<file path="src/rtl/jtpopeye_pkg.sv">
// Shared types and constants for the Popeye ROM memory arbiter.
package jtpopeye_pkg;

    // Arbiter states: idle, download write in flight, game read in flight
    typedef enum logic [1:0] {
        IDLE = 2'd0,
        WR   = 2'd1,
        RD   = 2'd2
    } arb_st_t;

    // Requester slot indices
    localparam logic REQ_CPU = 1'b0;
    localparam logic REQ_GFX = 1'b1;
    localparam int   NREQ    = 2;

    // Place a download byte into its lane of a 16-bit word (odd address -> high byte)
    function automatic logic [15:0] place_byte(input logic odd, input logic [7:0] b);
        return odd ? {b, 8'h00} : {8'h00, b};
    endfunction

endpackage

</file>
<file path="src/rtl/jtpopeye_dl_pack.sv">
// Packs ioctl download bytes into 16-bit words with byte enables and holds
// one completed word until the arbiter writes it. A word completing while
// the previous one is still pending is dropped and flagged in o_dl_ovf.
module jtpopeye_dl_pack
    import jtpopeye_pkg::*;
#(
    parameter int MW = 15
) (
    input  logic          i_clk,
    input  logic          i_rst,
    input  logic          i_downloading,
    input  logic [21:0]   i_ioctl_addr,
    input  logic [7:0]    i_ioctl_data,
    input  logic          i_ioctl_wr,
    input  logic          i_pend_clr,
    output logic          o_pend_valid,
    output logic [MW-1:0] o_pend_addr,
    output logic [15:0]   o_pend_data,
    output logic [1:0]    o_pend_be,
    output logic          o_dl_ovf
);

    logic          r_half;
    logic [MW-1:0] r_half_addr;
    logic [7:0]    r_half_byte;
    logic          r_dl_q;
    logic          r_pend_valid;
    logic [MW-1:0] r_pend_addr;
    logic [15:0]   r_pend_data;
    logic [1:0]    r_pend_be;
    logic          r_ovf;

    logic          w_odd;
    logic [MW-1:0] w_waddr;
    logic          w_dl_fall;
    logic          w_match;
    logic          w_form;
    logic [MW-1:0] w_form_addr;
    logic [15:0]   w_form_data;
    logic [1:0]    w_form_be;
    logic          w_slot_busy;
    logic          w_unused_addr;

    assign w_odd         = i_ioctl_addr[0];
    assign w_waddr       = i_ioctl_addr[MW:1];
    assign w_unused_addr = ^i_ioctl_addr[21:MW+1];
    assign w_dl_fall     = r_dl_q & ~i_downloading;
    assign w_match       = r_half && (r_half_addr == w_waddr);
    // The slot frees in the same cycle the arbiter retires it
    assign w_slot_busy   = r_pend_valid & ~i_pend_clr;

    // Decide whether a word completes this cycle and what it contains
    always_comb begin
        w_form      = 1'b0;
        w_form_addr = w_waddr;
        w_form_data = 16'h0000;
        w_form_be   = 2'b00;
        if (i_ioctl_wr) begin
            if (!w_odd) begin
                // A new even byte pushes out an unpaired low byte
                if (r_half) begin
                    w_form      = 1'b1;
                    w_form_addr = r_half_addr;
                    w_form_data = place_byte(1'b0, r_half_byte);
                    w_form_be   = 2'b01;
                end
            end else if (w_match) begin
                w_form      = 1'b1;
                w_form_data = {i_ioctl_data, r_half_byte};
                w_form_be   = 2'b11;
            end else begin
                w_form      = 1'b1;
                w_form_data = place_byte(1'b1, i_ioctl_data);
                w_form_be   = 2'b10;
            end
        end else if (w_dl_fall && r_half) begin
            w_form      = 1'b1;
            w_form_addr = r_half_addr;
            w_form_data = place_byte(1'b0, r_half_byte);
            w_form_be   = 2'b01;
        end
    end

    // Half-word buffer for the low byte awaiting its partner
    always_ff @(posedge i_clk or posedge i_rst) begin
        if (i_rst) begin
            r_half      <= 1'b0;
            r_half_addr <= '0;
            r_half_byte <= 8'h00;
            r_dl_q      <= 1'b0;
        end else begin
            r_dl_q <= i_downloading;
            if (i_ioctl_wr) begin
                if (!w_odd) begin
                    r_half      <= 1'b1;
                    r_half_addr <= w_waddr;
                    r_half_byte <= i_ioctl_data;
                end else if (w_match) begin
                    r_half <= 1'b0;
                end
            end else if (w_dl_fall) begin
                r_half <= 1'b0;
            end
        end
    end

    // Single-entry pending word buffer and sticky overflow flag
    always_ff @(posedge i_clk or posedge i_rst) begin
        if (i_rst) begin
            r_pend_valid <= 1'b0;
            r_pend_addr  <= '0;
            r_pend_data  <= 16'h0000;
            r_pend_be    <= 2'b00;
            r_ovf        <= 1'b0;
        end else begin
            if (i_pend_clr) r_pend_valid <= 1'b0;
            if (w_form) begin
                if (w_slot_busy) begin
                    r_ovf <= 1'b1;
                end else begin
                    r_pend_valid <= 1'b1;
                    r_pend_addr  <= w_form_addr;
                    r_pend_data  <= w_form_data;
                    r_pend_be    <= w_form_be;
                end
            end
        end
    end

    assign o_pend_valid = r_pend_valid;
    assign o_pend_addr  = r_pend_addr;
    assign o_pend_data  = r_pend_data;
    assign o_pend_be    = r_pend_be;
    assign o_dl_ovf     = r_ovf;

endmodule

</file>
<file path="src/rtl/jtpopeye_mem_arb.sv">
// Shares one 16-bit ROM port between download writes and two game readers
// (CPU, graphics). Writes always win; reads are round-robin and only start
// while no download is running. Each reader owns a slot holding its last
// data and the address it was served for; ok is valid only while the reader
// still asks for that same address.
// Memory handshake: o_mem_we/o_mem_rd rise with address/data stable and stay
// high, unchanged, until the single-cycle i_mem_ack; they drop on the next edge.
module jtpopeye_mem_arb
    import jtpopeye_pkg::*;
#(
    parameter int            MW      = 15,
    parameter logic [MW-1:0] CPU_OFS = '0,
    parameter logic [MW-1:0] GFX_OFS = '0
) (
    input  logic          i_clk,
    input  logic          i_rst,
    input  logic          i_downloading,
    input  logic [21:0]   i_ioctl_addr,
    input  logic [7:0]    i_ioctl_data,
    input  logic          i_ioctl_wr,
    input  logic          i_cpu_req,
    input  logic [MW-1:0] i_cpu_addr,
    output logic [15:0]   o_cpu_data,
    output logic          o_cpu_ok,
    input  logic          i_gfx_req,
    input  logic [MW-1:0] i_gfx_addr,
    output logic [15:0]   o_gfx_data,
    output logic          o_gfx_ok,
    output logic [MW-1:0] o_mem_addr,
    output logic [15:0]   o_mem_din,
    output logic [1:0]    o_mem_be,
    output logic          o_mem_we,
    output logic          o_mem_rd,
    input  logic [15:0]   i_mem_dout,
    input  logic          i_mem_ack,
    output logic          o_dl_ovf,
    output arb_st_t       o_dbg_st
);

    arb_st_t       r_st;
    logic          r_we;
    logic          r_rd;
    logic [MW-1:0] r_mem_addr;
    logic [15:0]   r_mem_din;
    logic [1:0]    r_mem_be;
    logic          r_rr;
    logic          r_gnt;
    logic [MW-1:0] r_rd_addr;
    logic          r_dl_q;
    logic [15:0]   r_data     [NREQ];
    logic [MW-1:0] r_srv_addr [NREQ];
    logic          r_srv_vld  [NREQ];

    logic          w_req  [NREQ];
    logic [MW-1:0] w_addr [NREQ];
    logic [MW-1:0] w_ofs  [NREQ];
    logic          w_ok   [NREQ];
    logic          w_need [NREQ];
    logic          w_gnt_any;
    logic          w_gnt;
    logic          w_dl_rise;
    logic          w_pend_valid;
    logic [MW-1:0] w_pend_addr;
    logic [15:0]   w_pend_data;
    logic [1:0]    w_pend_be;
    logic          w_pend_clr;

    assign w_req[REQ_CPU]  = i_cpu_req;
    assign w_req[REQ_GFX]  = i_gfx_req;
    assign w_addr[REQ_CPU] = i_cpu_addr;
    assign w_addr[REQ_GFX] = i_gfx_addr;
    assign w_ofs[REQ_CPU]  = CPU_OFS;
    assign w_ofs[REQ_GFX]  = GFX_OFS;
    assign w_dl_rise       = i_downloading & ~r_dl_q;
    assign w_pend_clr      = (r_st == WR) && i_mem_ack;

    jtpopeye_dl_pack #(.MW(MW)) u_pack (
        .i_clk         (i_clk),
        .i_rst         (i_rst),
        .i_downloading (i_downloading),
        .i_ioctl_addr  (i_ioctl_addr),
        .i_ioctl_data  (i_ioctl_data),
        .i_ioctl_wr    (i_ioctl_wr),
        .i_pend_clr    (w_pend_clr),
        .o_pend_valid  (w_pend_valid),
        .o_pend_addr   (w_pend_addr),
        .o_pend_data   (w_pend_data),
        .o_pend_be     (w_pend_be),
        .o_dl_ovf      (o_dl_ovf)
    );

    // Per-requester ok and outstanding need
    always_comb begin
        for (int i = 0; i < NREQ; i++) begin
            w_ok[i]   = r_srv_vld[i] && w_req[i] && (w_addr[i] == r_srv_addr[i]);
            w_need[i] = w_req[i] && !w_ok[i];
        end
    end

    // Round-robin pick; the pointer only matters when both need service
    always_comb begin
        w_gnt_any = w_need[REQ_CPU] || w_need[REQ_GFX];
        if (w_need[REQ_CPU] && w_need[REQ_GFX]) w_gnt = r_rr;
        else if (w_need[REQ_GFX])               w_gnt = REQ_GFX;
        else                                    w_gnt = REQ_CPU;
    end

    // Arbiter FSM, memory request registers and requester slots
    always_ff @(posedge i_clk or posedge i_rst) begin
        if (i_rst) begin
            r_st       <= IDLE;
            r_we       <= 1'b0;
            r_rd       <= 1'b0;
            r_mem_addr <= '0;
            r_mem_din  <= 16'h0000;
            r_mem_be   <= 2'b00;
            r_rr       <= REQ_CPU;
            r_gnt      <= REQ_CPU;
            r_rd_addr  <= '0;
            r_dl_q     <= 1'b0;
            for (int i = 0; i < NREQ; i++) begin
                r_data[i]     <= 16'h0000;
                r_srv_addr[i] <= '0;
                r_srv_vld[i]  <= 1'b0;
            end
        end else begin
            r_dl_q <= i_downloading;
            // New ROM contents invalidate everything served before
            if (w_dl_rise) begin
                for (int i = 0; i < NREQ; i++) r_srv_vld[i] <= 1'b0;
            end
            case (r_st)
                IDLE: begin
                    if (w_pend_valid) begin
                        r_st       <= WR;
                        r_we       <= 1'b1;
                        r_mem_addr <= w_pend_addr;
                        r_mem_din  <= w_pend_data;
                        r_mem_be   <= w_pend_be;
                    end else if (!i_downloading && w_gnt_any) begin
                        r_st       <= RD;
                        r_rd       <= 1'b1;
                        r_gnt      <= w_gnt;
                        r_rd_addr  <= w_addr[w_gnt];
                        r_mem_addr <= w_addr[w_gnt] + w_ofs[w_gnt];
                        r_mem_be   <= 2'b11;
                    end
                end
                WR: begin
                    if (i_mem_ack) begin
                        r_we <= 1'b0;
                        r_st <= IDLE;
                    end
                end
                RD: begin
                    if (i_mem_ack) begin
                        r_rd              <= 1'b0;
                        r_data[r_gnt]     <= i_mem_dout;
                        r_srv_addr[r_gnt] <= r_rd_addr;
                        r_srv_vld[r_gnt]  <= 1'b1;
                        r_rr              <= ~r_rr;
                        r_st              <= IDLE;
                    end
                end
                default: r_st <= IDLE;
            endcase
        end
    end

    assign o_mem_we   = r_we;
    assign o_mem_rd   = r_rd;
    assign o_mem_addr = r_mem_addr;
    assign o_mem_din  = r_mem_din;
    assign o_mem_be   = r_mem_be;
    assign o_cpu_data = r_data[REQ_CPU];
    assign o_gfx_data = r_data[REQ_GFX];
    assign o_cpu_ok   = w_ok[REQ_CPU];
    assign o_gfx_ok   = w_ok[REQ_GFX];
    assign o_dbg_st   = r_st;

endmodule

</file>
<file path="config.mk">
export PLATFORM = sky130hd
export DESIGN_NAME = jtpopeye_mem_arb
export DESIGN_NICKNAME = d
export VERILOG_FILES = /design/src/rtl/jtpopeye_pkg.sv /design/src/rtl/jtpopeye_dl_pack.sv /design/src/rtl/jtpopeye_mem_arb.sv
export SDC_FILE = /design/constraint.sdc
export NUM_CORES = 1
export LEC_CHECK = 0
export ABC_AREA = 1
export BUFFER_PORTS_ARGS = -buffer_cell sky130_fd_sc_hd__buf_2
export CAP_MARGIN = 20
export CELL_PAD_IN_SITES_DETAIL_PLACEMENT = 2
export CELL_PAD_IN_SITES_GLOBAL_PLACEMENT = 2
export CORE_ASPECT_RATIO = 1.4
export CORE_MARGIN = 2
export CORE_UTILIZATION = 30
export CTS_BUF_LIST = sky130_fd_sc_hd__clkbuf_8
export CTS_CLUSTER_SIZE = 30
export DETAILED_ROUTE_END_ITERATION = 8
export GPL_TIMING_DRIVEN = 0
export MAX_ROUTING_LAYER = met4
export PLACE_DENSITY_LB_ADDON = 0.15
export SLEW_MARGIN = 15
export SYNTH_ARGS = -nofsm -noshare
export SYNTH_HDL_FRONTEND = slang
export SYNTH_SLANG_ARGS = --single-unit
</file>
<file path="constraint.sdc">
create_clock -name i_clk -period 5.2 [get_ports i_clk]
set_input_delay 0.26 -clock i_clk [delete_from_list [all_inputs] [get_ports i_clk]]
set_output_delay 0.26 -clock i_clk [all_outputs]
set_load 0.005 [all_outputs]
</file>
==> metrics.txt <==
die height 201 um; CP max stage cell dfrtp_1; CP max FO 3; Final ANT Viol Nets 0; Post-synth top flop dfrtp_1; WP data required 4940 ps; power share of the sequential group 43.2%; largest net degree at the start of global routing 73; Sw Ratio 38.7%; HP Class in2reg; outcome finished clean; Synth Instances 1,049; Port Buffer Count 148; standard-cell rows 72; Setup crit end kind output pin; final HPWL from detailed placement 22,700 um; Routed WL 29,100 um; Worst-path clk slew 100 ps; Layout Skew 16.4 ps; PwrDens 517 nW/um2; Synth top area share 53.6%; Final Hold Viols 0; CTS H-tree depth 4; count of cell types in the netlist 37; final std cells w/o fill 1,603; synthesized net count 1,135; Finish-stage setup viols 0; global-route wire length before repair 46,500 um; post-place setup slack 2930 ps; # Post-CTS Setup Buffers 0; PnR worst setup slack 2920 ps; area leader, netlist dfrtp_1; fmax 439 MHz; asr flop ratio synth 100%; drt wl/cell 18.1 um; min cycle time layout 2280 ps; vias in the first global route 8,399; CP peak stage delay 410 ps; share of cells above drive strength 1 17.0%; initial core utilization 30.2%; drt pass-1 iters 4; vias per inst 4.70; final core occ 36.6%; Logic pwr share 35.1%; Internal 3180 uW; sequential area share after synthesis 53.6%; period utilization 43.8%; peak supply drop 0.171 mV; die extent in x 145 um; net count reported at finish 1,306; cell leakage power 0.00534 uW; CP Launch Type flip-flop; synthesized area 8300 um2; Avg Synthesized Cell Area 7.92 um2; CTS tree built; NetSw 2010 uW; #FFs+latches synth 178; Synth warnings 0; DR vias 7,534; DRC Markers 0; Worst Tran Pin Value 672 ps; clock group share of total power 21.7%; Num CTS Buffers 17; gr usage total 21.9%; grt total ovfl 0; Overall Power 5190 uW; dpl cells 1,569; die area 29,000 um2; Sink Count 178; clk_lat worst skew 480 ps; IO Pins 155; relative slew slack 55.2%; 1st-iter DRT viols 235; Max clock buf depth 2; RSZ-0062 raised after global routing false; max_cap viols 0; CP Data Arrival Time 2020 ps; CP cell instances inv_1 > nand2_1 > nand4_1 > nor4_1 > nor4b_1 > buf_2; Area contributors post-synth dfrtp_1 (54%), nand2_1 (15%), o21ai_0 (9.1%); Syn-to-layout area delta 21.0%; initial antenna violation count 1; Core ar. 27,500 um2; Post-synth EDFFs 0; Root Buffer clkbuf_8; routability congestion estimate 0.839; fin. max-slew vios 0; WS Path Type reg2out
-- layout by cell type (no fill, tap or decap), types with 2 or more instances in the layout --
cell type,count
o21ai_0,151
nand2_4,3
xnor2_1,2
nor3_1,4
clkbuf_1,27
nor3b_1,3
clkbuf_8,18
clkinv_4,2
nor4_1,2
nand2_1,334
nand3_4,2
clkinv_2,2
inv_8,2
nand2_2,2
dlygate4sd3_1,2
bufinv_16,5
a21oi_1,20
dfrtp_1,178
xor2_1,3
o22ai_1,23
nor2_2,4
o21ai_1,13
inv_6,2
nor2_1,43
inv_2,4
buf_2,151
nand3_1,34
buf_16,2
nand4_1,10
inv_1,165
buf_6,3
ha_1,3
-- cell families (layout without fill, tap and decap cells) --
family	after synthesis	after routing	synth area share (%)
buffers and inverters	207	390	9.93
DFF	178	178	53.6
xor gates and xnor gates	5	5	0.528
AOI/OAI and AO/OA	211	211	13.2
adders and majority gates	3	3	0.452
and+or+nand+nor	445	445	22.2
other	0	1	0
-- synth_stat cells (all sizes together) (4+ instances only) --
cell type / instances
clkbuf: 28
a21oi: 21
o21ai: 164
nand4: 10
nand3: 37
nor2: 48
nand2: 339
buf: 8
inv: 170
dfrtp: 178
nor3: 4
o22ai: 23
-- flip-flops by register name, indices dropped and copies added, names as in the netlist --
name,cells
u_pack.r_half,1
o_mem_addr,15
o_mem_din,16
u_pack.o_pend_data,16
r_rd_addr,15
o_mem_rd,1
u_pack.o_dl_ovf,1
r_srv_addr,30
u_pack.o_pend_valid,1
o_cpu_data,16
r_srv_vld,2
u_pack.r_half_addr,15
o_mem_be,2
u_pack.r_dl_q,1
u_pack.o_pend_be,2
o_gfx_data,16
o_dbg_st,2
r_gnt,1
u_pack.r_half_byte,8
o_mem_we,1
u_pack.o_pend_addr,15
r_rr,1
-- worst max-delay path: cells and delay by family (launching register included) --
kind                   cells  cell delay, ps
and+or+nand+nor            4             870
DFF                        1             410
buffers and inverters      2             240
-- power by group through the flow --
stage          Clock, uW  Sequential [uW]  Combinational (uW)
2_1_floorplan          0             2220                1060
5_1_grt             1200             2320                2110
6_report            1130             2240                1820
3_3_place_gp           0             2250                1780
3_5_place_dp           0             2270                1860
4_1_cts             1160             2250                1880
-- path summary, 6_finish.rpt --
check | depth (start not counted) | slack (ps) | start | endpoint
setup / recovery | 6 | 2920 | r_srv_addr[22]$_DFFE_PP0P_ | o_cpu_ok
hold / removal | 3 | 50 | i_ioctl_data[3] | u_pack.o_pend_data[11]$_DFFE_PP0P_
setup reg to reg | 8 | 2970 | u_pack.o_pend_valid$_DFF_PP0_ | u_pack.o_pend_addr[7]$_DFFE_PP0P_
hold reg to reg | 2 | 480 | o_mem_addr[8]$_DFFE_PP0P_ | o_mem_addr[8]$_DFFE_PP0P_
max in group asynchronous | 5 | 3790 | i_rst | o_mem_addr[4]$_DFFE_PP0P_
min in group asynchronous | 3 | 340 | i_rst | o_cpu_data[4]$_DFFE_PP0P_
-- metrics by stage --
step | instance area (um2) | TNS (ps) | hold slack (ps)
CTS | 10000 | 0 | 12.1
global placement | 9510 | -437200 | 433
detailed placement | 9570 | 0 | 312
global route | 10000 | 0 | 25.8
floorplan | 8300 | 0 | 291
finish | 10000 | 0 | 51.4
-- layout make-up --
cell class | count | area, um2
inverter | 171 | 654
clock buffer | 18 | 248
tap | 370 | 463
fill | 3272 | 17400
antenna | 1 | 2.50
buffer | 36 | 178
timing repair buffer | 152 | 816
multi-input combinational | 664 | 3020
clock inverter | 13 | 209
sequential | 178 | 4450
-- per-layer routing --
metal  share of wire [%]  routed length [um]  global-route usage [%]
met1                  40               11600                    24.2
met2                  55               16100                    40.0
met3                 2.8                 811                    3.53
met4                 2.0                 567                    6.14
met5                   0                   0                       -
-- timing repair --
item	in CTS	in global routing
endpoints found under the hold margin	54	0
resized for setup	0	0
hold buffers	2	0
(Power assumes the default switching activity.)
